`config.mk`:
```
export PLATFORM = sky130hd
export DESIGN_NAME = learn_judge
export DESIGN_NICKNAME = d
export VERILOG_FILES = /design/src/rtl/learn_pkg.sv /design/src/rtl/learn_judge_tick_prescaler.sv /design/src/rtl/learn_judge.sv
export SDC_FILE = /design/constraint.sdc
export NUM_CORES = 1
export LEC_CHECK = 0
export CAP_MARGIN = 10
export CORE_MARGIN = 4
export CORE_UTILIZATION = 25
export DETAILED_ROUTE_END_ITERATION = 8
export GPL_ROUTABILITY_DRIVEN = 0
export SLEW_MARGIN = 20
export SYNTH_ARGS = -nofsm -noshare
export SYNTH_HDL_FRONTEND = slang
export SYNTH_HIERARCHICAL = 1
export SYNTH_SLANG_ARGS = --single-unit
```
`constraint.sdc`:
```
create_clock -name clk -period 7.2 [get_ports clk]
set_input_delay 1.44 -clock clk [delete_from_list [all_inputs] [get_ports clk]]
set_output_delay 1.44 -clock clk [all_outputs]
set_load 0.05 [all_outputs]
```
`src/rtl/learn_pkg.sv`:
```
// rtl/learn_pkg.sv - shared states, grade codes and point values for the learning-mode judge
package learn_pkg;

   typedef enum logic [2:0] {
      ST_IDLE,
      ST_FETCH,
      ST_PROMPT,
      ST_HOLD,
      ST_DONE
   } state_t;

   localparam logic [1:0] GRADE_S = 2'd3;
   localparam logic [1:0] GRADE_A = 2'd2;
   localparam logic [1:0] GRADE_B = 2'd1;
   localparam logic [1:0] GRADE_C = 2'd0;

   localparam logic [2:0] PTS_S = 3'd4;
   localparam logic [2:0] PTS_A = 3'd3;
   localparam logic [2:0] PTS_B = 3'd2;
   localparam logic [2:0] PTS_C = 3'd1;

   localparam int NOTE_REST = 0;

   // End-of-song marker is the all-ones note code.
   function automatic int note_end(input int w);
      return (1 << w) - 1;
   endfunction

endpackage

```
`src/rtl/learn_judge_tick_prescaler.sv`:
```
// rtl/learn_judge_tick_prescaler.sv - free-running divider emitting a one-cycle tick every DIV clocks
module tick_prescaler #(
   parameter int DIV = 100000
) (
   input  logic clk,
   input  logic reset,
   input  logic i_clr,
   output logic o_tick
);

   localparam int CNT_W = (DIV > 1) ? $clog2(DIV) : 1;

   logic [CNT_W-1:0] r_cnt;

   assign o_tick = (r_cnt == CNT_W'(DIV - 1));

   always_ff @(posedge clk) begin
      if (reset || i_clr) begin
         r_cnt <= '0;
      end else if (o_tick) begin
         r_cnt <= '0;
      end else begin
         r_cnt <= r_cnt + CNT_W'(1);
      end
   end

endmodule

```
`src/rtl/learn_judge.sv`:
```
// rtl/learn_judge.sv - learning-mode judge: walks the song ROM, grades keypresses, keeps score
module learn_judge
   import learn_pkg::*;
#(
   parameter int KEY_N      = 7,
   parameter int NOTE_W     = 4,
   parameter int ADDR_W     = 5,
   parameter int SCORE_W    = 10,
   parameter int TICK_DIV   = 100000,
   parameter int WIN_S      = 10,
   parameter int WIN_A      = 20,
   parameter int WIN_B      = 30,
   parameter int TIMEOUT    = 60,
   parameter int REST_TICKS = 8,
   parameter int HOLD_MAX   = 40
) (
   input  logic               clk,
   input  logic               reset,
   input  logic               start,
   input  logic [KEY_N-1:0]   key_in,
   output logic [ADDR_W-1:0]  rom_addr,
   input  logic [NOTE_W-1:0]  rom_note,
   output logic [NOTE_W-1:0]  prompt_note,
   output logic               tone_en,
   output logic [1:0]         grade,
   output logic               grade_vld,
   output logic [SCORE_W-1:0] score,
   output logic [SCORE_W-1:0] best_score,
   output logic [ADDR_W-1:0]  miss_cnt,
   output logic               busy,
   output logic               done
);

   localparam int EL_M0  = (TIMEOUT > HOLD_MAX) ? TIMEOUT : HOLD_MAX;
   localparam int EL_M1  = (EL_M0 > REST_TICKS) ? EL_M0 : REST_TICKS;
   localparam int EL_MAX = (EL_M1 > WIN_B) ? EL_M1 : WIN_B;
   localparam int EL_W   = $clog2(EL_MAX + 1);
   localparam logic [NOTE_W-1:0] NOTE_END = NOTE_W'(note_end(NOTE_W));

   state_t               r_state, w_state_n;
   logic [ADDR_W-1:0]    r_addr, w_addr_n;
   logic [NOTE_W-1:0]    r_note, w_note_n;
   logic [EL_W-1:0]      r_elapsed, w_elapsed_n;
   logic [SCORE_W-1:0]   r_score, w_score_n;
   logic [SCORE_W-1:0]   r_best, w_best_n;
   logic [ADDR_W-1:0]    r_miss, w_miss_n;
   logic                 r_tone, w_tone_n;
   logic [1:0]           r_grade, w_grade_n;
   logic                 r_gvld, w_gvld_n;
   logic [KEY_N-1:0]     r_key_prev;

   logic                 w_tick;
   logic                 w_press;
   logic                 w_correct;
   logic [KEY_N-1:0]     w_want;
   logic [EL_W-1:0]      w_el_inc;
   logic [1:0]           w_pgrade;
   logic [2:0]           w_pts;
   logic [SCORE_W:0]     w_sum;
   logic [SCORE_W-1:0]   w_score_sat;
   logic [ADDR_W-1:0]    w_miss_inc;
   logic                 w_adv;
   logic                 w_to_done;

   tick_prescaler #(
      .DIV (TICK_DIV)
   ) u_tick (
      .clk    (clk),
      .reset  (reset),
      .i_clr  (start),
      .o_tick (w_tick)
   );

   // A press is only the all-released to something-pressed transition, so held keys never re-trigger.
   assign w_press   = (r_key_prev == '0) && (key_in != '0);
   assign w_want    = ((r_note != '0) && (32'(r_note) <= KEY_N))
                      ? (KEY_N'(1) << (r_note - NOTE_W'(1))) : '0;
   assign w_correct = (w_want != '0) && (key_in == w_want);
   assign w_el_inc  = (w_tick && (r_elapsed != '1)) ? r_elapsed + EL_W'(1) : r_elapsed;

   always_comb begin
      if (r_elapsed < EL_W'(WIN_S)) begin
         w_pgrade = GRADE_S;
         w_pts    = PTS_S;
      end else if (r_elapsed < EL_W'(WIN_A)) begin
         w_pgrade = GRADE_A;
         w_pts    = PTS_A;
      end else if (r_elapsed < EL_W'(WIN_B)) begin
         w_pgrade = GRADE_B;
         w_pts    = PTS_B;
      end else begin
         w_pgrade = GRADE_C;
         w_pts    = PTS_C;
      end
   end

   assign w_sum       = {1'b0, r_score} + (SCORE_W+1)'(w_pts);
   assign w_score_sat = w_sum[SCORE_W] ? '1 : w_sum[SCORE_W-1:0];
   assign w_miss_inc  = (r_miss == '1) ? r_miss : r_miss + ADDR_W'(1);

   always_comb begin
      w_state_n   = r_state;
      w_addr_n    = r_addr;
      w_note_n    = r_note;
      w_elapsed_n = r_elapsed;
      w_score_n   = r_score;
      w_best_n    = r_best;
      w_miss_n    = r_miss;
      w_tone_n    = r_tone;
      w_grade_n   = r_grade;
      w_gvld_n    = 1'b0;
      w_adv       = 1'b0;
      w_to_done   = 1'b0;

      if (start) begin
         w_state_n   = ST_FETCH;
         w_addr_n    = '0;
         w_score_n   = '0;
         w_miss_n    = '0;
         w_elapsed_n = '0;
         w_tone_n    = 1'b0;
      end else begin
         unique case (r_state)
            ST_IDLE: begin
            end
            ST_FETCH: begin
               if (rom_note == NOTE_END) begin
                  w_to_done = 1'b1;
               end else begin
                  w_state_n   = ST_PROMPT;
                  w_note_n    = rom_note;
                  w_elapsed_n = '0;
               end
            end
            ST_PROMPT: begin
               w_elapsed_n = w_el_inc;
               if (r_note == NOTE_W'(NOTE_REST)) begin
                  if (r_elapsed >= EL_W'(REST_TICKS)) w_adv = 1'b1;
               end else if (w_press) begin
                  w_gvld_n    = 1'b1;
                  w_state_n   = ST_HOLD;
                  w_elapsed_n = '0;
                  if (w_correct) begin
                     w_grade_n = w_pgrade;
                     w_score_n = w_score_sat;
                     w_tone_n  = 1'b1;
                  end else begin
                     w_grade_n = GRADE_C;
                     w_miss_n  = w_miss_inc;
                     w_tone_n  = 1'b0;
                  end
               end else if (r_elapsed >= EL_W'(TIMEOUT)) begin
                  w_gvld_n  = 1'b1;
                  w_grade_n = GRADE_C;
                  w_miss_n  = w_miss_inc;
                  w_adv     = 1'b1;
               end
            end
            ST_HOLD: begin
               w_elapsed_n = w_el_inc;
               if ((key_in == '0) || (r_elapsed >= EL_W'(HOLD_MAX))) begin
                  w_tone_n = 1'b0;
                  w_adv    = 1'b1;
               end
            end
            ST_DONE: begin
            end
            default: begin
               w_state_n = ST_IDLE;
            end
         endcase

         // The top address is treated as the end of the song rather than wrapping.
         if (w_adv) begin
            if (r_addr == '1) begin
               w_to_done = 1'b1;
            end else begin
               w_addr_n  = r_addr + ADDR_W'(1);
               w_state_n = ST_FETCH;
            end
         end

         if (w_to_done) begin
            w_state_n = ST_DONE;
            if (r_score > r_best) w_best_n = r_score;
         end
      end
   end

   always_ff @(posedge clk) begin
      if (reset) begin
         r_state    <= ST_IDLE;
         r_addr     <= '0;
         r_note     <= '0;
         r_elapsed  <= '0;
         r_score    <= '0;
         r_best     <= '0;
         r_miss     <= '0;
         r_tone     <= 1'b0;
         r_grade    <= '0;
         r_gvld     <= 1'b0;
         r_key_prev <= '0;
      end else begin
         r_state    <= w_state_n;
         r_addr     <= w_addr_n;
         r_note     <= w_note_n;
         r_elapsed  <= w_elapsed_n;
         r_score    <= w_score_n;
         r_best     <= w_best_n;
         r_miss     <= w_miss_n;
         r_tone     <= w_tone_n;
         r_grade    <= w_grade_n;
         r_gvld     <= w_gvld_n;
         r_key_prev <= key_in;
      end
   end

   assign rom_addr    = r_addr;
   assign prompt_note = ((r_state == ST_PROMPT) || (r_state == ST_HOLD)) ? r_note : '0;
   assign tone_en     = r_tone;
   assign grade       = r_grade;
   assign grade_vld   = r_gvld;
   assign score       = r_score;
   assign best_score  = r_best;
   assign miss_cnt    = r_miss;
   assign busy        = (r_state == ST_FETCH) || (r_state == ST_PROMPT) || (r_state == ST_HOLD);
   assign done        = (r_state == ST_DONE);

endmodule

```
==> run_results.csv, run 1 <==
group,metric,value,unit
timing,fmax,261.7,MHz
drt,vias,3442,
final_layout,n_antenna_cell,0,
synth,netlist_area,3964,sq um
clock_tree,clock_path_buffers,2,
timing,final.setup.tns,0,ns
synth,synth_cells,455,
clock_tree,post_cts_buffers,0,
timing,worst-slew-pin-transition,1.064,ns
global_route,grt_pass1_vias,3310,
synth,yosysMostFrequentCell,"dfxtp_1",
drt,drt_first_pass_iters,4,
synth,synth-edff-count,0,
setup_path,crit_slowest_cell,"o211a_1",
clock_tree,cts_tree,"done",
place,dp_slack,3.021,ns
global_route,grt_overflow,0,
timing,post-route-period-util,53.07,%
synth,synth_ff_type,"dfxtp_1",
synth,synth_cell_types,66,
pwr,p_clk_share,49.8,%
timing,rsz0062_at_grt,"no",
clock_tree,cts_buffers,9,
setup_path,critPathMaxFanout,10,
clock_tree,clockRootBuffer,"clkbuf_16",
clock_tree,cts_resized,0,
synth,yosysTopAreaCell,"dfxtp_1",
synth,synth_nets,490,
setup_path,crit_chain,"clkdlybuf4s50_1, or2_2, or3_1, a211o_2, a31oi_1, o211a_1, mux2i_1",
pwr,p_int,0.0006931,W
clock_tree,cts-htree-levels,3,
floorplanning,die_h,133.9,microns
drt,detail-route-antenna-nets,0,
worst_hold_path,hp-class,"flop to flop",
global_route,grt_start_max_net_pins,38,
final_layout,drive_gt1_share,8.151,%
pwr,powerDensity,179.6,nW/um^2
synth,ys_warn_count,6,
floorplanning,row_count,45,
synth,yosys-top-cells-count,"71 x dfxtp_1, 52 x nor2_1, 24 x inv_1, 24 x nand2b_1, 20 x ha_1",
clock_tree,holdBufCountCts,0,
drt,routed_wl,9603,microns
global_route,antenna_found_initial,0,
synth,synth-seq-cells,71,
place,port_buffers,53,
synth,synth.area.top_cells,"dfxtp_1 36%, ha_1 6.3%, nor2_1 4.9%",
job,max-cap-violations,0,
pwr,sw_frac_of_total,21.85,%
floorplanning,initial_core_util,25.79,%
drt,vias_per_cell,4.821,
timing,fin_skew,0.01173,ns
place,hpwl,7097,microns
synth,ys_async_sr_fraction,0,%
pwr,max-vdd-ir-drop,0.1082,mV
timing,maxSlewHeadroom,29.07,%
setup_path,crit_path_max_incr_delay,0.50,ns
floorplanning,die_w,133.9,microns
timing,finalHoldViolations,0,
timing,layout_min_cycle_time,3.821,ns
floorplanning,io_pins,54,
timing,finalMaxSlewViolations,0,
pwr,p_leak,1.667,nW
final_layout,area_growth,24.62,%
final_layout,final_util,32.14,%
final_layout,n_fill_cell,1591,
setup_path,end_kind,"flop",
global_route,grt_pass1_wl,16100,microns
drt,drtIter0Drc,195,
setup_path,start_kind,"input pin",
floorplanning,coreArea,15370,sq um
timing,worst_slack,3.379,ns
pwr,p_switching,0.0001939,W
global_route,grtUsageTotal,11.07,%
synth,yosysTopAreaCellShare,35.86,%
synth,avgSynthCellArea,8.712,sq um
setup_path,cp_data_arrival_time,4.09,ns
setup_path,cp.required,7.47,ns
synth,yosysSeqAreaShare,35.86,%
timing,setup_viol,0,
clock_tree,insertion_delay,0.34,ns
pwr,pwr-share-comb,4.9,%
floorplanning,dieArea,17930,sq um
clock_tree,clkTransAtPathRegs,0.06,ns
outcome,status,"finished, final reports clean",
drt,drt-wirelength-per-cell,13.45,microns
final_layout,fin_nets,533,
pwr,seq_power_share,45.3,%
setup_path,path_class,"input pin to flop",
drt,route.detailed.drc,0,
clock_tree,clock-sinks,71,
==> power groups by stage <==
stage,sequential [W],clock [W],combinational (W)
after CTS,0.000402,0.000454,0.0000437
after floorplan,0.000408,0,0.0000309
after global routing,0.000402,0.000466,0.0000477
after global placement,0.000410,0,0.0000430
final,0.000402,0.000442,0.0000434
after detailed placement,0.000410,0,0.0000434
==> area by class of cell <==
cell class,count,area [sq um],share of cell area [%]
Tap cell,211,264.0,5.344
Timing Repair Buffer,55,545.5,11.04
Clock inverter,3,42.54,0.8612
Clock buffer,13,250.2,5.066
Sequential cell,71,1421,28.77
Multi-Input combinational cell,337,2326,47.09
Inverter,24,90.09,1.824
==> layer usage <==
metal  global-route usage, %  vias up  routed length, microns
met5                       0        -                       0
met4                   4.514        0                     216
met3                   3.751       17                     564
met2                   18.36       82                    4601
met1                   13.14     1627                    4221
li1                        -     1716                       -
==> final timing paths <==
check	from	endpoint	slack [ns]	cells past startpoint
worst min register to register	u_tick/r_cnt[0]	u_tick/r_cnt[0]	0.47	1
worst max-delay path	key_in[3]	best_score[8]	3.38	7
worst min-delay path	u_tick/r_cnt[0]	u_tick/r_cnt[0]	0.47	1
worst max register to register	r_elapsed[4]	score[5]	4.47	9
==> cells by family (layout without fill, tap and decap cells) <==
kind of cell,after synthesis,count (layout),share of synthesized area (%)
AND/OR/NAND/NOR,203,203,29.80
AO/OA/AOI/OAI,76,76,13.23
flip-flops,71,71,35.86
buffers and inverters,47,95,5.587
adder cells (fa/ha/maj),21,21,6.818
XOR/XNOR,20,20,4.419
multiplexers,17,17,4.293
==> state kept, by name (all words and copies together), names as in the netlist <==
| name | count |
|---|---|
| u_tick/r_cnt | 17 |
| best_score | 10 |
| score | 10 |
| r_key_prev | 7 |
| r_elapsed | 6 |
| miss_cnt | 5 |
| rom_addr | 5 |
| r_note | 4 |
| r_state | 3 |
| grade | 2 |
| grade_vld | 1 |
| tone_en | 1 |
==> stage by stage <==
stage,cells,instance area (sq um),power (W),hold slack [ns]
finish,714,4940,0.0008870,0.4717
CTS,714,4940,0.0008994,0.4732
global route,714,4940,0.0009161,0.5057
global placement,698,4647,0.0004531,0.4535
floorplan,455,3964,0.0004385,0.4386
detailed placement,698,4647,0.0004537,0.4611
==> cell usage in the layout, fill, tap and decap left out, drive strengths merged, types with 13 or more instances in the layout <==
master	instances
dfxtp	71
nor2	62
clkdlybuf4s50	53
inv	24
nand2b	24
ha	20
nand2	19
a21oi	17
nand3	17
mux2i	17
o21ai	14
xnor2	13
clkbuf	13
==> critical path: cells and delay by family <==
kind                   cells  cell delay, ns
AOI/OAI and AO/OA          3            1.13
and+or+nand+nor            2            0.81
muxes                      1            0.24
buffers and inverters      1            0.45
Note: power is estimated with default switching activity, not from simulation.
==> run 2, diff against run 1 <==
clock period = 3.3 ns   (was 7.2 ns; I/O delays follow)
==> run 2 against run 1 <==
Critical path depth is the same. Critical endpoint is now rom_addr[2]. Highest routed layer unchanged. Combinational power rose by 120%. Clock-buffer cell count unchanged. Sequential share of layout area decreased by 0.30 points. Non-clock buffer count increased by 3. Hold slack better by 0.0092 ns. Final area is 1.1% higher. Sequential power up 120%. Wire length is 2.7% higher. Via count increased by 0.93%.
==> run_results.csv, run 2 (same netlist as run 1, synthesis figures left out) <==
group,metric,value,unit
timing,finalHoldViolations,0,
worst_hold_path,hold-path-endpoint,"u_tick/r_cnt[16]",
setup_path,crit_chain,"clkdlybuf4s50_1, or3_1, or3_1, a211o_2, a31oi_2, a21oi_1, a31o_2",
setup_path,cp_data_arrival_time,3.09,ns
final_layout,fin_nets,536,
place,port_buffers,53,
clock_tree,clock_path_buffers,2,
pwr,powerDensity,394.8,nW/um^2
timing,fin_skew,0.008117,ns
final_layout,n_antenna_cell,0,
pwr,p_clk_share,50.6,%
final_layout,largest_reg_flops,17,
clock_tree,cts_buffers,9,
global_route,antenna_found_initial,0,
timing,finalMaxSlewViolations,0,
global_route,grt_pass1_vias,3319,
global_route,grt_start_max_net_pins,37,
final_layout,area_growth,25.95,%
clock_tree,holdBufCountCts,0,
pwr,max-vdd-ir-drop,0.2476,mV
clock_tree,insertion_delay,0.33,ns
floorplanning,die_w,133.9,microns
setup_path,critPathMaxFanout,7,
final_layout,final_cell_mix,"71 x dfxtp_1, 53 x clkdlybuf4s50_1, 52 x nor2_1, 24 x inv_1, 24 x nand2b_1",
setup_path,path_delay_family,"compound AO/OA/AOI/OAI gates",
setup_path,reg2reg_depth,9,
clock_tree,cts-htree-levels,3,
drt,route.detailed.drc,0,
clock_tree,clock-sinks,71,
setup_path,cp_common_cell,"or3_1",
outcome,status,"finished, final reports clean",
timing,post-route-period-util,87.05,%
pwr,p_int,0.001553,W
place,hpwl,7301,microns
drt,drt-wirelength-per-cell,13.75,microns
timing,setup_viol,0,
drt,detail-route-antenna-nets,0,
final_layout,final_common_cell,"dfxtp_1",
floorplanning,io_pins,54,
timing,layout_min_cycle_time,2.873,ns
clock_tree,cts_tree,"done",
clock_tree,clockRootBuffer,"clkbuf_16",
setup_path,reg2reg_slack,0.56,ns
pwr,pwr-share-comb,4.9,%
clock_tree,post_cts_buffers,0,
setup_path,start_kind,"input pin",
place,placedCellCount,701,
floorplanning,initial_core_util,25.79,%
timing,worst-slew-pin-transition,1.073,ns
timing,worst_slack,0.4273,ns
timing,maxSlewHeadroom,28.46,%
pwr,p_switching,0.0004177,W
setup_path,cp.required,3.52,ns
drt,drtIter0Drc,154,
floorplanning,dieArea,17930,sq um
worst_hold_path,hp-class,"flop to flop",
setup_path,r2r-end,"score[5]",
place,dp_slack,0.1017,ns
floorplanning,coreArea,15370,sq um
floorplanning,row_count,45,
drt,drt_first_pass_iters,4,
clock_tree,cts_resized,0,
setup_path,end_kind,"flop",
drt,routed_wl,9858,microns
drt,vias_per_cell,4.845,
final_layout,n_fill_cell,1601,
floorplanning,die_h,133.9,microns
setup_path,crit_path_max_incr_delay,0.48,ns
clock_tree,clkTransAtPathRegs,0.05,ns
final_layout,drive_gt1_share,9.091,%
pwr,sw_frac_of_total,21.19,%
worst_hold_path,holdPathStages,2,
timing,fmax,348.1,MHz
global_route,grtUsageTotal,11.24,%
setup_path,crit_slowest_cell,"clkdlybuf4s50_1",
job,max-cap-violations,0,
setup_path,path_class,"input pin to flop",
setup_path,reg2reg_from,"r_elapsed[4]",
pwr,power,0.001971,W
worst_hold_path,hp-start,"u_tick/r_cnt[16]",
pwr,p_leak,1.700,nW
final_layout,top_register,"u_tick/r_cnt",
global_route,grt_overflow,0,
pwr,seq_power_share,44.5,%
timing,rsz0062_at_grt,"no",
timing,final.setup.tns,0,ns
final_layout,stdcell_count,717,
setup_path,worstPathBufferInverterCount,1,
global_route,grt_pass1_wl,16530,microns
drt,vias,3474,
-- run 2: cell count changes in the layout (fill, tap and decap cells not counted), sizes merged --
cell	before	now
buf	2	5
clkinv	1	2
clkinvlp	1	0
-- run 2: worst max path at each step --
stage / from / to / cells past startpoint
after CTS: key_in[1] / rom_addr[2] / 7
after floorplan: r_elapsed[4] / score[5] / 10
after global routing: r_elapsed[2] / score[5] / 10
after detailed placement: key_in[1] / rom_addr[2] / 7
after global placement: key_in[1] / rom_addr[2] / 7
final: key_in[1] / rom_addr[2] / 7
-- run 2: final cells by class --
class	count	area [sq um]	area share, %
Clock buffer	13	270.3	5.414
Sequential cell	71	1421	28.47
Inverter	24	90.09	1.805
Multi-Input combinational cell	337	2326	46.59
Tap cell	211	264.0	5.288
Clock inverter	3	40.04	0.8020
Timing Repair Buffer	58	580.6	11.63
-- run 2: tightest hold or removal path, stage by stage (launching register included) --
cell	delay, ns
dfxtp_1	0.31
o21ai_0	0.07
a21oi_1	0.06
-- run 2: per-stage QoR --
step           cell area, sq um  util [%]  hold slack, ns
6_report                   4992     32.48          0.4809
3_3_place_gp               4682     30.46          0.4513
2_1_floorplan              3964         -          0.4386
3_5_place_dp               4682     30.46          0.4729
5_1_grt                    4992     32.48          0.5164
4_1_cts                    4992     32.48          0.4834
-- run 2: metal layers --
layer  track usage [%]  up-vias  part of all wire (%)
met4             3.486        0                   1.0
met5                 0        -                     0
met1             14.05     1691                    47
met2             18.78       63                    48
met3             3.188        8                   3.7
li1                  -     1712                     -
-- run 2: power groups by stage --
stage               clock (W)  sequential (W)  combinational [W]
finish               0.000996        0.000877          0.0000975
global placement            0        0.000894          0.0000964
detailed placement          0        0.000895          0.0000968
floorplan                   0        0.000889          0.0000674
global route          0.00107        0.000878           0.000106
CTS                   0.00102        0.000877          0.0000974
